<file path="src/rtl/dmem_pkg.sv">
// Shared types for the data-memory arbiter: access sizes, FSM states, port ids,
// the latched request record and the access legality check.
package dmem_pkg;

   typedef enum logic [1:0] {
      SZ_BYTE = 2'b00,
      SZ_HALF = 2'b01,
      SZ_WORD = 2'b10,
      SZ_ILL  = 2'b11
   } size_e;

   typedef enum logic [2:0] {
      IDLE     = 3'd0,
      ISSUE_RD = 3'd1,
      LOAD_RSP = 3'd2,
      STORE_WR = 3'd3,
      MERGE_WR = 3'd4,
      ERR_RSP  = 3'd5
   } state_e;

   typedef enum logic {
      PORT_C = 1'b0,
      PORT_D = 1'b1
   } port_e;

   typedef struct packed {
      port_e       port;
      logic        we;
      size_e       size;
      logic [31:0] addr;
      logic [31:0] wdata;
   } req_t;

   // Illegal size, or an address not aligned to the access size.
   function automatic logic access_err(input size_e size, input logic [1:0] addr_lo);
      logic err_s;
      case (size)
         SZ_BYTE: err_s = 1'b0;
         SZ_HALF: err_s = addr_lo[0];
         SZ_WORD: err_s = (addr_lo != 2'b00);
         default: err_s = 1'b1;
      endcase
      return err_s;
   endfunction

endpackage

</file>
<file path="src/rtl/dmem_lane_align.sv">
// Byte-lane steering between a memory word and a sub-word access: load
// extraction, read-modify-write merge and the misalignment flag.
module dmem_lane_align
   import dmem_pkg::*;
(
   input  size_e       size,
   input  logic [1:0]  addr_lo,
   input  logic [31:0] old_word,
   input  logic [31:0] wdata,
   output logic [31:0] load_data,
   output logic [31:0] merged_word,
   output logic        misalign
);

   logic [4:0]  shift_s;
   logic [31:0] lane_s;
   logic [31:0] mask_s;

   assign shift_s  = {addr_lo, 3'b000};
   assign lane_s   = old_word >> shift_s;
   assign misalign = access_err(size, addr_lo);

   // Select the addressed lane for loads and build the write mask for merges.
   always_comb begin
      load_data = 32'h0000_0000;
      mask_s    = 32'h0000_0000;
      case (size)
         SZ_BYTE: begin
            load_data = {24'h00_0000, lane_s[7:0]};
            mask_s    = 32'h0000_00FF << shift_s;
         end
         SZ_HALF: begin
            load_data = {16'h0000, lane_s[15:0]};
            mask_s    = 32'h0000_FFFF << shift_s;
         end
         SZ_WORD: begin
            load_data = old_word;
            mask_s    = 32'hFFFF_FFFF;
         end
         default: begin
            load_data = 32'h0000_0000;
            mask_s    = 32'h0000_0000;
         end
      endcase
      merged_word = (old_word & ~mask_s) | ((wdata << shift_s) & mask_s);
   end

endmodule

</file>
<file path="src/rtl/dmem_arbiter.sv">
// Two-port (core C, debug D) arbiter and access sequencer in front of the
// single-port data BRAM; sub-word stores are done as read-modify-write.
module dmem_arbiter
   import dmem_pkg::*;
#(
   parameter int NUM_WORDS    = 1024,
   parameter int STARVE_LIMIT = 8
) (
   input  logic        clk,
   input  logic        rst,
   input  logic        c_req_valid,
   output logic        c_req_ready,
   input  logic        c_req_we,
   input  logic [1:0]  c_req_size,
   input  logic [31:0] c_req_addr,
   input  logic [31:0] c_req_wdata,
   output logic        c_rsp_valid,
   output logic [31:0] c_rsp_rdata,
   output logic        c_rsp_err,
   input  logic        d_req_valid,
   output logic        d_req_ready,
   input  logic        d_req_we,
   input  logic [1:0]  d_req_size,
   input  logic [31:0] d_req_addr,
   input  logic [31:0] d_req_wdata,
   output logic        d_rsp_valid,
   output logic [31:0] d_rsp_rdata,
   output logic        d_rsp_err,
   output logic [31:0] mem_addr,
   output logic        mem_read,
   output logic        mem_write_en,
   output logic [31:0] mem_write_data,
   input  logic [31:0] mem_data_out
);

   localparam int               CNT_W     = $clog2(STARVE_LIMIT + 1);
   localparam logic [CNT_W-1:0] LIMIT_V   = CNT_W'(STARVE_LIMIT);
   localparam logic [31:0]      ADDR_MASK = 32'(NUM_WORDS * 4 - 1);

   state_e           state_r, state_next_s;
   req_t             req_r, req_in_s, align_req_s;
   logic [CNT_W-1:0] starve_cnt_r;
   logic             idle_s, grant_d_s;
   logic             rsp_valid_s, rsp_err_s;
   logic [31:0]      rsp_rdata_s, load_data_s, merged_s;
   logic             misalign_s;

   assign idle_s      = (state_r == IDLE) && !rst;
   assign grant_d_s   = d_req_valid && ((starve_cnt_r >= LIMIT_V) || !c_req_valid);
   assign c_req_ready = idle_s && c_req_valid && !grant_d_s;
   assign d_req_ready = idle_s && grant_d_s;

   // Request presented by the port that wins arbitration this cycle.
   always_comb begin
      req_in_s = '0;
      if (grant_d_s) begin
         req_in_s = '{port: PORT_D, we: d_req_we, size: size_e'(d_req_size),
                      addr: d_req_addr, wdata: d_req_wdata};
      end else begin
         req_in_s = '{port: PORT_C, we: c_req_we, size: size_e'(c_req_size),
                      addr: c_req_addr, wdata: c_req_wdata};
      end
   end

   // In IDLE the lane checker vets the incoming request; afterwards the latched one.
   assign align_req_s = (state_r == IDLE) ? req_in_s : req_r;

   dmem_lane_align u_align (
      .size        (align_req_s.size),
      .addr_lo     (align_req_s.addr[1:0]),
      .old_word    (mem_data_out),
      .wdata       (align_req_s.wdata),
      .load_data   (load_data_s),
      .merged_word (merged_s),
      .misalign    (misalign_s)
   );

   // FSM state register.
   always_ff @(posedge clk) begin
      if (rst) state_r <= IDLE;
      else     state_r <= state_next_s;
   end

   // Latch the accepted request for the duration of the transaction.
   always_ff @(posedge clk) begin
      if (rst)                              req_r <= '0;
      else if (c_req_ready || d_req_ready)  req_r <= req_in_s;
   end

   // Count cycles D waits while valid, saturating; cleared when D is accepted.
   always_ff @(posedge clk) begin
      if (rst)                                     starve_cnt_r <= '0;
      else if (d_req_ready)                        starve_cnt_r <= '0;
      else if (d_req_valid && starve_cnt_r < LIMIT_V) starve_cnt_r <= starve_cnt_r + CNT_W'(1);
   end

   // Next-state decode.
   always_comb begin
      state_next_s = state_r;
      case (state_r)
         IDLE: begin
            if (c_req_ready || d_req_ready) begin
               if (misalign_s)                                 state_next_s = ERR_RSP;
               else if (req_in_s.we && req_in_s.size == SZ_WORD) state_next_s = STORE_WR;
               else                                            state_next_s = ISSUE_RD;
            end else begin
               state_next_s = IDLE;
            end
         end
         ISSUE_RD: state_next_s = req_r.we ? MERGE_WR : LOAD_RSP;
         LOAD_RSP, STORE_WR, MERGE_WR, ERR_RSP: state_next_s = IDLE;
         default:  state_next_s = IDLE;
      endcase
   end

   // State-decoded memory strobes and response; everything is quiet while rst is high.
   always_comb begin
      mem_addr       = 32'h0000_0000;
      mem_read       = 1'b0;
      mem_write_en   = 1'b0;
      mem_write_data = 32'h0000_0000;
      rsp_valid_s    = 1'b0;
      rsp_err_s      = 1'b0;
      rsp_rdata_s    = 32'h0000_0000;
      if (!rst) begin
         case (state_r)
            ISSUE_RD: begin
               mem_read = 1'b1;
               mem_addr = req_r.addr & ADDR_MASK;
            end
            LOAD_RSP: begin
               rsp_valid_s = 1'b1;
               rsp_rdata_s = load_data_s;
            end
            STORE_WR: begin
               mem_addr       = req_r.addr & ADDR_MASK;
               mem_write_en   = 1'b1;
               mem_write_data = req_r.wdata;
               rsp_valid_s    = 1'b1;
            end
            MERGE_WR: begin
               mem_addr       = req_r.addr & ADDR_MASK;
               mem_write_en   = 1'b1;
               mem_write_data = merged_s;
               rsp_valid_s    = 1'b1;
            end
            ERR_RSP: begin
               rsp_valid_s = 1'b1;
               rsp_err_s   = 1'b1;
            end
            default: rsp_valid_s = 1'b0;
         endcase
      end else begin
         rsp_valid_s = 1'b0;
      end
   end

   assign c_rsp_valid = rsp_valid_s && (req_r.port == PORT_C);
   assign c_rsp_err   = rsp_err_s   && (req_r.port == PORT_C);
   assign c_rsp_rdata = (req_r.port == PORT_C) ? rsp_rdata_s : 32'h0000_0000;
   assign d_rsp_valid = rsp_valid_s && (req_r.port == PORT_D);
   assign d_rsp_err   = rsp_err_s   && (req_r.port == PORT_D);
   assign d_rsp_rdata = (req_r.port == PORT_D) ? rsp_rdata_s : 32'h0000_0000;

endmodule

</file>
<file path="config.mk">
export PLATFORM = sky130hd
export DESIGN_NAME = dmem_arbiter
export DESIGN_NICKNAME = d
export VERILOG_FILES = /design/src/rtl/dmem_pkg.sv /design/src/rtl/dmem_lane_align.sv /design/src/rtl/dmem_arbiter.sv
export SDC_FILE = /design/constraint.sdc
export NUM_CORES = 1
export LEC_CHECK = 0
export CORE_ASPECT_RATIO = 0.5
export CORE_MARGIN = 2
export CORE_UTILIZATION = 36
export DETAILED_ROUTE_END_ITERATION = 8
export GPL_TIMING_DRIVEN = 0
export HOLD_SLACK_MARGIN = 0.15
export PLACE_DENSITY = 0.79
export RECOVER_POWER = 100
export SKIP_CTS_REPAIR_TIMING = 1
export SYNTH_ARGS = -nofsm -noshare
export SYNTH_HDL_FRONTEND = slang
export SYNTH_SLANG_ARGS = --single-unit
</file>
<file path="constraint.sdc">
create_clock -name clk -period 2.3 [get_ports clk]
set_input_delay 0.345 -clock clk [delete_from_list [all_inputs] [get_ports clk]]
set_output_delay 0.345 -clock clk [all_outputs]
set_load 0.02 [all_outputs]
</file>
Word-level counts from Yosys, hierarchy flattened
Index checks and enable logic that the tools add are counted.
{"block": "classes", "add_sub_neg": 1, "mul": 0, "div_mod_pow": 0, "magnitude_cmp": 2, "eq_ne": 8, "n_shift": 4, "mux": 26, "n_bitwise": 5, "n_reduce_logical": 23}
{"cell": "$pmux 32 s3", "count": 2}
{"cell": "$mux 32", "count": 5}
{"cell": "$mux 68", "count": 1}
{"cell": "$mux 66", "count": 1}
{"cell": "$and 32x32->32", "count": 2}
{"cell": "$pmux 32 s2", "count": 1}
{"cell": "$not 32->32", "count": 1}
{"cell": "$or 32x32->32", "count": 1}
{"cell": "$shl 16x5->32 const A", "count": 1}
{"cell": "$shl 32x5->32", "count": 1}
{"cell": "$shl 8x5->32 const A", "count": 1}
{"cell": "$shr 32x5->16", "count": 1}
{"cell": "$mux 12", "count": 2}
{"cell": "$logic_and 1x1->1", "count": 11}
{"cell": "$mux 3", "count": 3}
{"cell": "$mux 1", "count": 8}
{"cell": "$eq 3x2->1 const B", "count": 2}
{"cell": "$eq 3x3->1 const B", "count": 2}
{"cell": "$pmux 3 s2", "count": 1}
{"cell": "$add 4x1->4 const B", "count": 1}
{"cell": "$eq 2x2->1 const B", "count": 2}
{"cell": "$ge 4x4->1 const B", "count": 1}
{"cell": "$lt 4x4->1 const B", "count": 1}
{"cell": "$reduce_or 2->1", "count": 2}
{"cell": "12 further kinds", "count": 15}
{"block": "word_totals", "register_bits": 75, "latch_bits": 0, "ram_bits": 0, "rom_bits": 0, "input_bits": 170, "mem_count": 0}

Logic depth before layout (Yosys ltp)
Gate-level depths: netlist of run 1.
{"block": "logic_depth", "word_depth": 12, "mapped_depth": 10}

Hierarchy
From an unflattened synthesis of run 1, not the netlist that was laid out.
{"block": "hier_totals", "cells_unflattened": 728, "area_unflattened_um2": 5576.6}
{"module": "dmem_arbiter", "n_inst": 1, "cells_each": 554, "area_each_um2": 4107.7}
{"module": "dmem_lane_align", "n_inst": 1, "cells_each": 174, "area_each_um2": 1468.9}

Least setup slack after synthesis of run 1
Ideal clock, no wire load.
{"block": "synth_timing", "kind": "reg2out", "startpoint": "register state_r[1]", "endpoint": "output mem_write_data[24]", "t_arrival_ns": 2.170, "path_slack_ns": -0.215, "stages_incl_launch_ff": 9, "path_buffers": 2, "cell_sequence": "dfxtp_1 -> buf_2 -> or3_4 -> a31oi_1 -> a21o_2 -> buf_4 -> mux2i_1 -> a22oi_1 -> a221o_1"}
{"block": "synth_via", "elab_chain_cells": 9}
{"element": "start: declaration", "line": "dmem_arbiter.sv:40", "rtl": "state_e state_r, state_next_s;"}
{"element": "start signal: assignment", "line": "dmem_arbiter.sv:81", "rtl": "else state_r <= state_next_s;"}
{"element": "$logic_not 3->1", "line": "dmem_arbiter.sv:66", "rtl": "assign align_req_s = (state_r == IDLE) ? req_in_s : req_r;"}
{"element": "$mux 66", "line": "dmem_arbiter.sv:66"}
{"element": "$shl 16x5->32, or another cell as far along", "line": "dmem_lane_align.sv:34", "rtl": "mask_s = 32'h0000_FFFF << shift_s;"}
{"element": "$pmux 32 s3", "line": "dmem_lane_align.sv:27", "rtl": "case (size)"}
{"element": "$not 32->32", "line": "dmem_lane_align.sv:45", "rtl": "merged_word = (old_word & ~mask_s) | ((wdata << shift_s) & mask_s);"}
{"element": "$and 32x32->32", "line": "dmem_lane_align.sv:45"}
{"element": "$or 32x32->32", "line": "dmem_lane_align.sv:45"}
{"element": "$pmux 32 s2 *", "line": "dmem_arbiter.sv:126", "rtl": "case (state_r)"}
{"element": "$mux 32 *", "line": "dmem_arbiter.sv:125", "rtl": "if (!rst) begin"}
{"element": "end: declaration", "line": "dmem_arbiter.sv:32", "rtl": "output logic [31:0] mem_write_data,"}
Every way passes the cells marked *; elsewhere a longest branch is shown, timed or not.

Final worst setup path of run 1
{"block": "layout_timing", "startpoint": "register state_r[2]", "endpoint": "output mem_write_data[7]"}
Same word-level chain as after synthesis.

==> impl_metrics.ini, run 1 <==
[outcome]
status = finished, violations left
failed_checks = setup timing

[timing]
setup_viol = 102
fmax_mhz = 326
rsz_0062_raised_after_global_routing = yes
setup_ws_ps = -764
fin_worst_hold_slack_ps = 446
timing.max_slew.rel_slack_pct = 44.1
clock-skew-final_ps = 9.97
total_count_of_max_transition_violations_in_the_final_report = 0
tightestPinTransition_ps = 838
final_min_period_over_clock_period_pct = 133
hold_viol_final = 0
finalCriticalPeriod_ps = 3060

[power]
power.static_leakage_uw = 0.00448
power_density_over_the_cells_nw_per_um2 = 1420
ir_drop_uv = 747

[critical_path]
worstPathMaxFanout = 7
setup.worst_path.start = state_r[2]$_SDFF_PP0_
crit_end = mem_write_data[7]
critical_path_cell_count = 11
critical_path_required_ps = 1960
criticalPathCategory = register to output port
r2r_end = req_r[29]$_SDFFE_PP0N_
crit_chain = buf_8 -> nor3_4 -> buf_6 -> o21ai_4 -> o22a_1 -> buf_6 -> a311o_2 -> buf_6 -> a21boi_4 -> o21a_1 -> buf_6
critical_path_buf_inv_count = 5
crit_path_frequent_cell = sky130_fd_sc_hd__buf_6
cp.arrival_ps = 2720
regToRegStartpoint = state_r[1]$_SDFF_PP0_
critical_path_capture_point_type = output port
slowest_delay_ps = 490
rrSetupSlack_ps = -10
startpoint_type = register
worst_r2r_path_depth = 7
critical_path.slowest_cell = sky130_fd_sc_hd__a311o_2
critical_path.top_delay_family = compound AO/OA/AOI/OAI gates

[global_route]
grt_pass1_vias = 7030
globalRouteOverflowTotal = 0
grt_start_max_net_pins = 18
global_route_wire_length_before_repair_mm = 42.0
globalRouteTotalUtil_pct = 33.7
antenna_found_initial = 0

[routing]
drc_violations_left = 0
final_antenna_net_count = 0
via_count = 8512
first_pass_iters = 8
routed_via_density = 6.40
finalWirelength_mm = 33.4
route.detailed.wl_per_inst_um = 25.1
dr.first_iter.drc_count = 1108

[placed_design]
place.detailed.hpwl_mm = 22.9
place_congestion = 0.981
port_buffers = 244

[clocking]
cts_root_buffer = sky130_fd_sc_hd__clkbuf_16
max-clock-path-buffers = 2
clkTransAtPathRegs_ps = 80
cts_max_level = 2
clk_lat_worst_skew_ps = 310
cts_tree = built
num_clock_sinks = 55
cts_inserted_buffers = 5

[synth]
synth-seq-cells = 55
synth.yosys.seq_area_share_pct = 20.1
synthFlopType = sky130_fd_sc_hd__dfxtp_1
synth-async-reset-ratio_pct = 0
syn_area_per_cell_sq_um = 7.10
postSynthCellCount = 771
synthesis.yosys.warnings = 0
netlist-cell-type-count = 66
synth_enable_flop_cells = 0
mapped_area_sq_um = 5470

[floorplan]
floorplan.core_area_sq_um = 14700
die-area_sq_um = 16300
die_height_um = 91.2
initial_utilization_pct = 37.3
dieWidth_um = 178
placement_rows = 31
ioPinCount = 306

[min_path]
worstHoldPathType = primary input to register

[layout]
num_antenna_cells = 0
nNetsFinal = 1303
final_core_utilization_pct = 75.8
areaGrowthSynthToFinish_pct = 103
layout-drive-gt1-share_pct = 42.4

[flow_run]
cap_viol_max_count = 0
## cells by family after synthesis
logic type / Yosys count / synth area share, %
and+or+nand+nor: 299 / 25.6
AOI/OAI and AO/OA: 271 / 37.0
buffers and inverters: 106 / 9.83
DFF: 55 / 20.1
muxes: 34 / 6.42
xor gates and xnor gates: 3 / 0.480
adders and majority gates: 2 / 0.457
other: 1 / 0.0685
## flip-flops by register name, indices dropped and copies added, names as in the netlist
register	cells
req_r	48
state_r	3
starve_cnt_r	4
## cells in the final DEF (no fill, tap or decap), drive strengths merged, types with 10 or more instances in the layout
cell and count:
a21oi 41, clkdlybuf4s50 128, nor3 33, o21ai 37, buf 228, dfxtp 55, a31oi 28, mux2i 25
a311oi 37, a211oi 10, clkbuf 59, a221o 16, nand2 59, dlymetal6s2s 16, nand3 48, and3 18
a22oi 15, inv 13, o22ai 16, and2 22, nor2 107, conb 20
## cells in the mapped netlist (2+ instances only)
master,count,share of area (%)
sky130_fd_sc_hd__o21ai_0,32,2.9
sky130_fd_sc_hd__nand4_1,3,0.34
sky130_fd_sc_hd__buf_1,7,0.48
sky130_fd_sc_hd__mux2_2,9,1.9
sky130_fd_sc_hd__nand2_1,57,3.9
sky130_fd_sc_hd__dfxtp_1,55,20
sky130_fd_sc_hd__a211oi_1,10,1.4
sky130_fd_sc_hd__and3_1,18,2.1
sky130_fd_sc_hd__a31o_2,2,0.32
sky130_fd_sc_hd__a221o_1,16,2.9
sky130_fd_sc_hd__a211o_1,8,1.3
sky130_fd_sc_hd__o22ai_1,14,1.6
sky130_fd_sc_hd__o21ai_1,4,0.37
sky130_fd_sc_hd__nor3_1,31,2.8
sky130_fd_sc_hd__buf_2,22,2.0
sky130_fd_sc_hd__nand3b_1,3,0.41
sky130_fd_sc_hd__nor2_2,3,0.34
sky130_fd_sc_hd__a311oi_1,37,5.9
sky130_fd_sc_hd__inv_1,13,0.89
sky130_fd_sc_hd__o221ai_1,9,1.4
sky130_fd_sc_hd__a31oi_1,25,2.9
sky130_fd_sc_hd__xnor2_1,2,0.32
sky130_fd_sc_hd__a21oi_2,4,0.64
sky130_fd_sc_hd__nand3_1,48,4.4
sky130_fd_sc_hd__nand2b_1,2,0.23
sky130_fd_sc_hd__mux2i_1,25,4.6
sky130_fd_sc_hd__a21oi_1,37,3.4
sky130_fd_sc_hd__and2_1,21,2.4
sky130_fd_sc_hd__a21boi_1,2,0.27
sky130_fd_sc_hd__nor2_1,103,7.1
sky130_fd_sc_hd__clkbuf_1,35,2.4
sky130_fd_sc_hd__buf_4,28,3.8
sky130_fd_sc_hd__ha_1,2,0.46
sky130_fd_sc_hd__o21a_1,9,1.2
sky130_fd_sc_hd__a31oi_2,2,0.46
sky130_fd_sc_hd__a22oi_1,15,2.1
sky130_fd_sc_hd__a32o_1,9,1.6
sky130_fd_sc_hd__a32oi_1,8,1.3
sky130_fd_sc_hd__a2bb2oi_1,8,1.3
sky130_fd_sc_hd__a21boi_0,7,0.96
## worst min-delay path by stage
stage | start | to | slack, ps | depth (start not counted)
after floorplan | req_r[66]$_SDFFE_PP0N_ | state_r[1]$_SDFF_PP0_ | 460 | 1
after global placement | req_r[42]$_SDFFE_PP0N_ | req_r[42]$_SDFFE_PP0N_ | 480 | 2
after detailed placement | req_r[34]$_SDFFE_PP0N_ | req_r[34]$_SDFFE_PP0N_ | 490 | 2
after CTS | req_r[34]$_SDFFE_PP0N_ | req_r[34]$_SDFFE_PP0N_ | 500 | 2
after global routing | d_req_size[1] | req_r[65]$_SDFFE_PP0N_ | 470 | 3
final | d_req_size[1] | req_r[65]$_SDFFE_PP0N_ | 450 | 3
## stage by stage
stage	power (uW)	instances	worst slack [ps]	instance area [sq um]	setup TNS, ps
after global placement	8810	1232	-1920	8520	-157120
after detailed placement	8870	1232	-1910	8520	-163930
after floorplan	6510	790	-170	5830	-6930
after CTS	9660	1239	-1930	8660	-160810
after global routing	16200	1329	-793	11100	-56840
final	15800	1329	-764	11100	-52230
## cell type report
| type | instances | area, sq um |
|---|---|---|
| Buffer | 91 | 762 |
| Clock buffer | 5 | 125 |
| Clock inverter | 2 | 16.3 |
| Fill cell | 1005 | 3550 |
| Inverter | 13 | 52.6 |
| Multi-Input combinational cell | 630 | 5380 |
| Sequential cell | 55 | 1110 |
| Tap cell | 198 | 248 |
| Timing Repair Buffer | 335 | 3410 |
## per-layer routing
metal	up-vias	track usage, %	share of wire, %
met5	-	0	0
met4	0	5.89	3.1
met3	129	9.38	13
met2	708	49.9	44
met1	4046	48.6	40
li1	3629	-	-
## where the power goes
part	switching [uW]	internal (uW)	leakage [uW]
clock	410	404	0.0000663
sequential	265	1200	0.000456
combinational	7370	6180	0.00396
total	8040	7790	0.00448
## worst min-delay path, stage by stage
cell                             delay (ps)
sky130_fd_sc_hd__dlymetal6s2s_1         180
sky130_fd_sc_hd__nand3_1                100
sky130_fd_sc_hd__a311oi_1                80
(Power assumes the default switching activity.)
==> inputs of run 2 (changes only) <==
Settings changed: CAP_MARGIN from default to 10, GPL_TIMING_DRIVEN 0 to default.
==> impl_metrics.ini, run 2 (synthesis gave the netlist of run 1 again) <==
[routing]
route.detailed.wl_per_inst_um = 23.0
finalWirelength_mm = 31.6
routed_via_density = 6.26
final_antenna_net_count = 0
dr.first_iter.drc_count = 990
via_count = 8620
drc_violations_left = 0
first_pass_iters = 6

[layout]
areaGrowthSynthToFinish_pct = 100
largest_reg_flops = 48
layout-drive-gt1-share_pct = 43.3
stdcell_count = 1377
top_regs = req_r (48), starve_cnt_r (4), state_r (3)
finalInstanceArea_sq_um = 11000
final.fill_count = 982
most_common_library_cell_in_the_layout_ignoring_fill_and_taps = sky130_fd_sc_hd__buf_4
most-common-layout-cells = sky130_fd_sc_hd__buf_4, sky130_fd_sc_hd__clkdlybuf4s50_1, sky130_fd_sc_hd__nor2_1, sky130_fd_sc_hd__buf_6, sky130_fd_sc_hd__nand2_1
nNetsFinal = 1350
num_antenna_cells = 0
regMostFlops = req_r

[floorplan]
die-area_sq_um = 16300
initial_utilization_pct = 37.3
die_height_um = 91.2
placement_rows = 31
dieWidth_um = 178
floorplan.core_area_sq_um = 14700
ioPinCount = 306

[timing]
finalCriticalPeriod_ps = 2950
timing.max_slew.rel_slack_pct = 43.1
setup_ws_ps = -653
clock-skew-final_ps = 8.13
hold_viol_final = 0
rsz_0062_raised_after_global_routing = yes
setup_viol = 137
tightestPinTransition_ps = 853
fmax_mhz = 339
final_min_period_over_clock_period_pct = 128
total_count_of_max_transition_violations_in_the_final_report = 0

[power]
power_density_over_the_cells_nw_per_um2 = 1370
p_int_uw = 7620
swShare_pct = 49.1
power.static_leakage_uw = 0.00455
power.combinational.fraction_pct = 84.2
ir_drop_uv = 861
clockPowerShare_pct = 6.4
net_switching_power_figure_uw = 7360
seq_power_share_pct = 9.4

[placed_design]
place.detailed.hpwl_mm = 21.5
port_buffers = 245
placedInstanceArea_sq_um = 9600
place_congestion = 1.01
post-place-cells = 1329

[clocking]
cts_inserted_buffers = 5
clkTransAtPathRegs_ps = 80
max-clock-path-buffers = 2
num_clock_sinks = 55
cts_root_buffer = sky130_fd_sc_hd__clkbuf_16
clk_lat_worst_skew_ps = 310
cts_max_level = 2
cts_tree = built

[critical_path]
worstPathMaxFanout = 11
criticalPathCategory = register to output port
startpoint_type = register
critical_path_required_ps = 1960
cp.arrival_ps = 2610
critical_path_capture_point_type = output port

[global_route]
globalRouteTotalUtil_pct = 32.0
antenna_found_initial = 0
grt_pass1_vias = 7508
grt_start_max_net_pins = 82
global_route_wire_length_before_repair_mm = 40.8
globalRouteOverflowTotal = 0

[outcome]
status = finished, violations left
failed_checks = setup timing

[flow_run]
cap_viol_max_count = 0

[min_path]
worstHoldPathType = primary input to register
[run 2: cell types whose count changed in the layout (fill, tap and decap cells not counted), moves of 11 or more]
cell,previous run,this run
sky130_fd_sc_hd__buf_4,95,189
sky130_fd_sc_hd__buf_6,101,71
sky130_fd_sc_hd__a31oi_1,4,20
sky130_fd_sc_hd__clkbuf_1,14,0
sky130_fd_sc_hd__buf_2,9,21
sky130_fd_sc_hd__clkbuf_4,12,0
sky130_fd_sc_hd__dlymetal6s2s_1,16,4
sky130_fd_sc_hd__a31oi_2,15,4
[run 2: layout make-up]
| cell class | count | area [sq um] | share of cell area (%) |
|---|---|---|---|
| Clock buffer | 5 | 125 | 1.14 |
| Clock inverter | 3 | 50.0 | 0.457 |
| Inverter | 13 | 48.8 | 0.446 |
| Multi-Input combinational cell | 630 | 4890 | 44.7 |
| Sequential cell | 55 | 1110 | 10.1 |
| Tap cell | 198 | 248 | 2.26 |
| Timing Repair Buffer | 473 | 4480 | 40.9 |
[run 2: through the flow]
stage	setup WS, ps	hold slack [ps]	TNS, ps	power [uW]	util [%]
finish	-653	395	-49600	15000	74.7
global route	-687	403	-58250	15400	74.7
CTS	-1360	367	-116760	11200	66.7
detailed placement	-1330	490	-111410	10300	65.5
global placement	-1290	474	-106930	10100	65.5
floorplan	-170	457	-6930	6510	-
[run 2: final timing paths]
path | start | to | slack, ps | cells after the start
setup / recovery | starve_cnt_r[3]$_SDFFE_PP0P_ | mem_write_data[14] | -650 | 10
hold / removal | rst | req_r[67]$_SDFFE_PP0N_ | 390 | 3
setup reg to reg | state_r[2]$_SDFF_PP0_ | req_r[8]$_SDFFE_PP0N_ | -230 | 7
hold reg to reg | req_r[39]$_SDFFE_PP0N_ | req_r[39]$_SDFFE_PP0N_ | 500 | 2
[run 2: per-layer routing]
| metal | GRT usage [%] | share of wire [%] |
|---|---|---|
| met5 | 0 | 0 |
| met4 | 9.01 | 5.3 |
| met3 | 8.54 | 13 |
| met2 | 53.0 | 45 |
| met1 | 40.7 | 37 |
[run 2: critical path, cell delays in order (launching register included)]
cell                      delay, ps
sky130_fd_sc_hd__dfxtp_4        380
sky130_fd_sc_hd__nor2b_4         60
sky130_fd_sc_hd__buf_4          140
sky130_fd_sc_hd__buf_4          180
sky130_fd_sc_hd__o21ai_0        410
sky130_fd_sc_hd__a31oi_2        230
sky130_fd_sc_hd__buf_4          190
sky130_fd_sc_hd__mux2i_1        160
sky130_fd_sc_hd__nor3_1          80
sky130_fd_sc_hd__a221o_1        270
sky130_fd_sc_hd__buf_2          180
[run 2: power groups by stage]
stage	sequential [uW]	clock [uW]	combinational [uW]
2_1_floorplan	1360	0	5150
3_3_place_gp	1370	0	8730
3_5_place_dp	1390	0	8890
4_1_cts	1370	942	8920
5_1_grt	1430	996	13000
6_report	1410	960	12600
==> inputs of run 3 (changes only) <==
Settings changed: CORE_MARGIN 2 to 4.
Clock period 2.3 ns to 2.42 ns, I/O delays scaled along.
==> impl_metrics.ini, run 3 (synthesis gave the netlist of run 1 again) <==
[layout]
regMostFlops = req_r
final.fill_count = 940
nNetsFinal = 1354
most_common_library_cell_in_the_layout_ignoring_fill_and_taps = sky130_fd_sc_hd__buf_4
final_core_utilization_pct = 77.8
num_antenna_cells = 0
layout-drive-gt1-share_pct = 44.0
most-common-layout-cells = sky130_fd_sc_hd__buf_4, sky130_fd_sc_hd__clkdlybuf4s50_1, sky130_fd_sc_hd__nor2_1, sky130_fd_sc_hd__buf_6, sky130_fd_sc_hd__nand2_1
largest_reg_flops = 48
top_regs = req_r (48), starve_cnt_r (4), state_r (3)
areaGrowthSynthToFinish_pct = 108

[power]
power.static_leakage_uw = 0.00475
power_uw = 14800
ir_drop_uv = 674
power_density_over_the_cells_nw_per_um2 = 1300

[clocking]
cts_tree = built
clkTransAtPathRegs_ps = 80
cts_root_buffer = sky130_fd_sc_hd__clkbuf_16
clk_lat_worst_skew_ps = 310
cts_inserted_buffers = 5
cts_max_level = 2
num_clock_sinks = 55
max-clock-path-buffers = 2

[floorplan]
initial_utilization_pct = 37.3
placement_rows = 31
die_height_um = 95.2
die-area_sq_um = 17400
dieWidth_um = 182
floorplan.core_area_sq_um = 14700
ioPinCount = 306

[min_path]
worstHoldPathType = register to register

[timing]
final_min_period_over_clock_period_pct = 126
rsz_0062_raised_after_global_routing = yes
hold_viol_final = 0
clock-skew-final_ps = 7.16
tightestPinTransition_ps = 614
fmax_mhz = 327
total_count_of_max_transition_violations_in_the_final_report = 0
setup_viol = 96
finalCriticalPeriod_ps = 3060
timing.max_slew.rel_slack_pct = 59.1
setup_ws_ps = -638

[routing]
drc_violations_left = 0
final_antenna_net_count = 0
first_pass_iters = 6
routed_via_density = 6.19
dr.first_iter.drc_count = 1192
finalWirelength_mm = 32.7
via_count = 8547
route.detailed.wl_per_inst_um = 23.7

[critical_path]
slowest_delay_ps = 430
crit_path_frequent_cell = sky130_fd_sc_hd__buf_4
crit_chain = or3_4 -> a31oi_4 -> a21o_4 -> buf_12 -> buf_4 -> nor2_4 -> o311ai_4 -> buf_6 -> o221ai_2 -> buf_4
criticalPathCategory = register to output port
critical_path_required_ps = 2060
worstPathMaxFanout = 7
critical_path.slowest_cell = sky130_fd_sc_hd__or3_4
startpoint_type = register
cp.arrival_ps = 2690
critical_path_capture_point_type = output port

[flow_run]
cap_viol_max_count = 0

[outcome]
failed_checks = setup timing
status = finished, violations left

[global_route]
global_route_wire_length_before_repair_mm = 41.9
grt_start_max_net_pins = 52
grt_pass1_vias = 7443
antenna_found_initial = 0
globalRouteTotalUtil_pct = 30.7
globalRouteOverflowTotal = 0

[placed_design]
port_buffers = 245
place_congestion = 0.956
place.detailed.hpwl_mm = 22.8
[run 3: layer usage]
| layer | track usage [%] | share of wire, % | vias up |
|---|---|---|---|
| met5 | 0 | 0 | - |
| met4 | 7.37 | 2.9 | 0 |
| met3 | 7.01 | 11 | 96 |
| met2 | 50.0 | 47 | 656 |
| met1 | 41.7 | 39 | 4072 |
| li1 | - | - | 3723 |
[run 3: worst max-delay path: cells and delay by family, from the launching register on]
family / cells / cell delay [ps]
compound gates: 4 / 870
buf+inv: 4 / 670
flops: 1 / 340
simple gates: 2 / 490
[run 3: stage by stage]
stage	hold slack (ps)	setup slack [ps]	instance area [sq um]	std cells	setup TNS (ps)
floorplan	457	-79.0	5630	790	-3030
global placement	480	-1190	9410	1328	-96750
detailed placement	487	-1260	9410	1328	-98110
CTS	498	-1310	9590	1336	-106050
global route	514	-679	11400	1381	-45180
finish	495	-638	11400	1381	-39270
[run 3: power breakdown]
part           total [uW]  internal [uW]  switching (uW)
Sequential           1340           1140             196
Combinational       12600           5950            6640
Clock                 925            523             401
[run 3: final cells by class]
type	instances	area (sq um)	area share, %
well taps	198	248	2.17
multi-input cells	629	5120	44.8
clock inverters	2	38.8	0.340
flip-flops and latches	55	1110	9.71
clock buffers	6	139	1.22
inverters	13	48.8	0.428
repair buffers	478	4710	41.3
[run 3: worst paths after layout]
check / cells after the start / start / end / slack (ps)
setup / recovery: 10 / state_r[2]$_SDFF_PP0_ / mem_write_data[20] / -640
hold / removal: 2 / req_r[36]$_SDFFE_PP0N_ / req_r[36]$_SDFFE_PP0N_ / 500
setup reg to reg: 8 / state_r[2]$_SDFF_PP0_ / req_r[23]$_SDFFE_PP0N_ / 230
hold reg to reg: 2 / req_r[36]$_SDFFE_PP0N_ / req_r[36]$_SDFFE_PP0N_ / 500
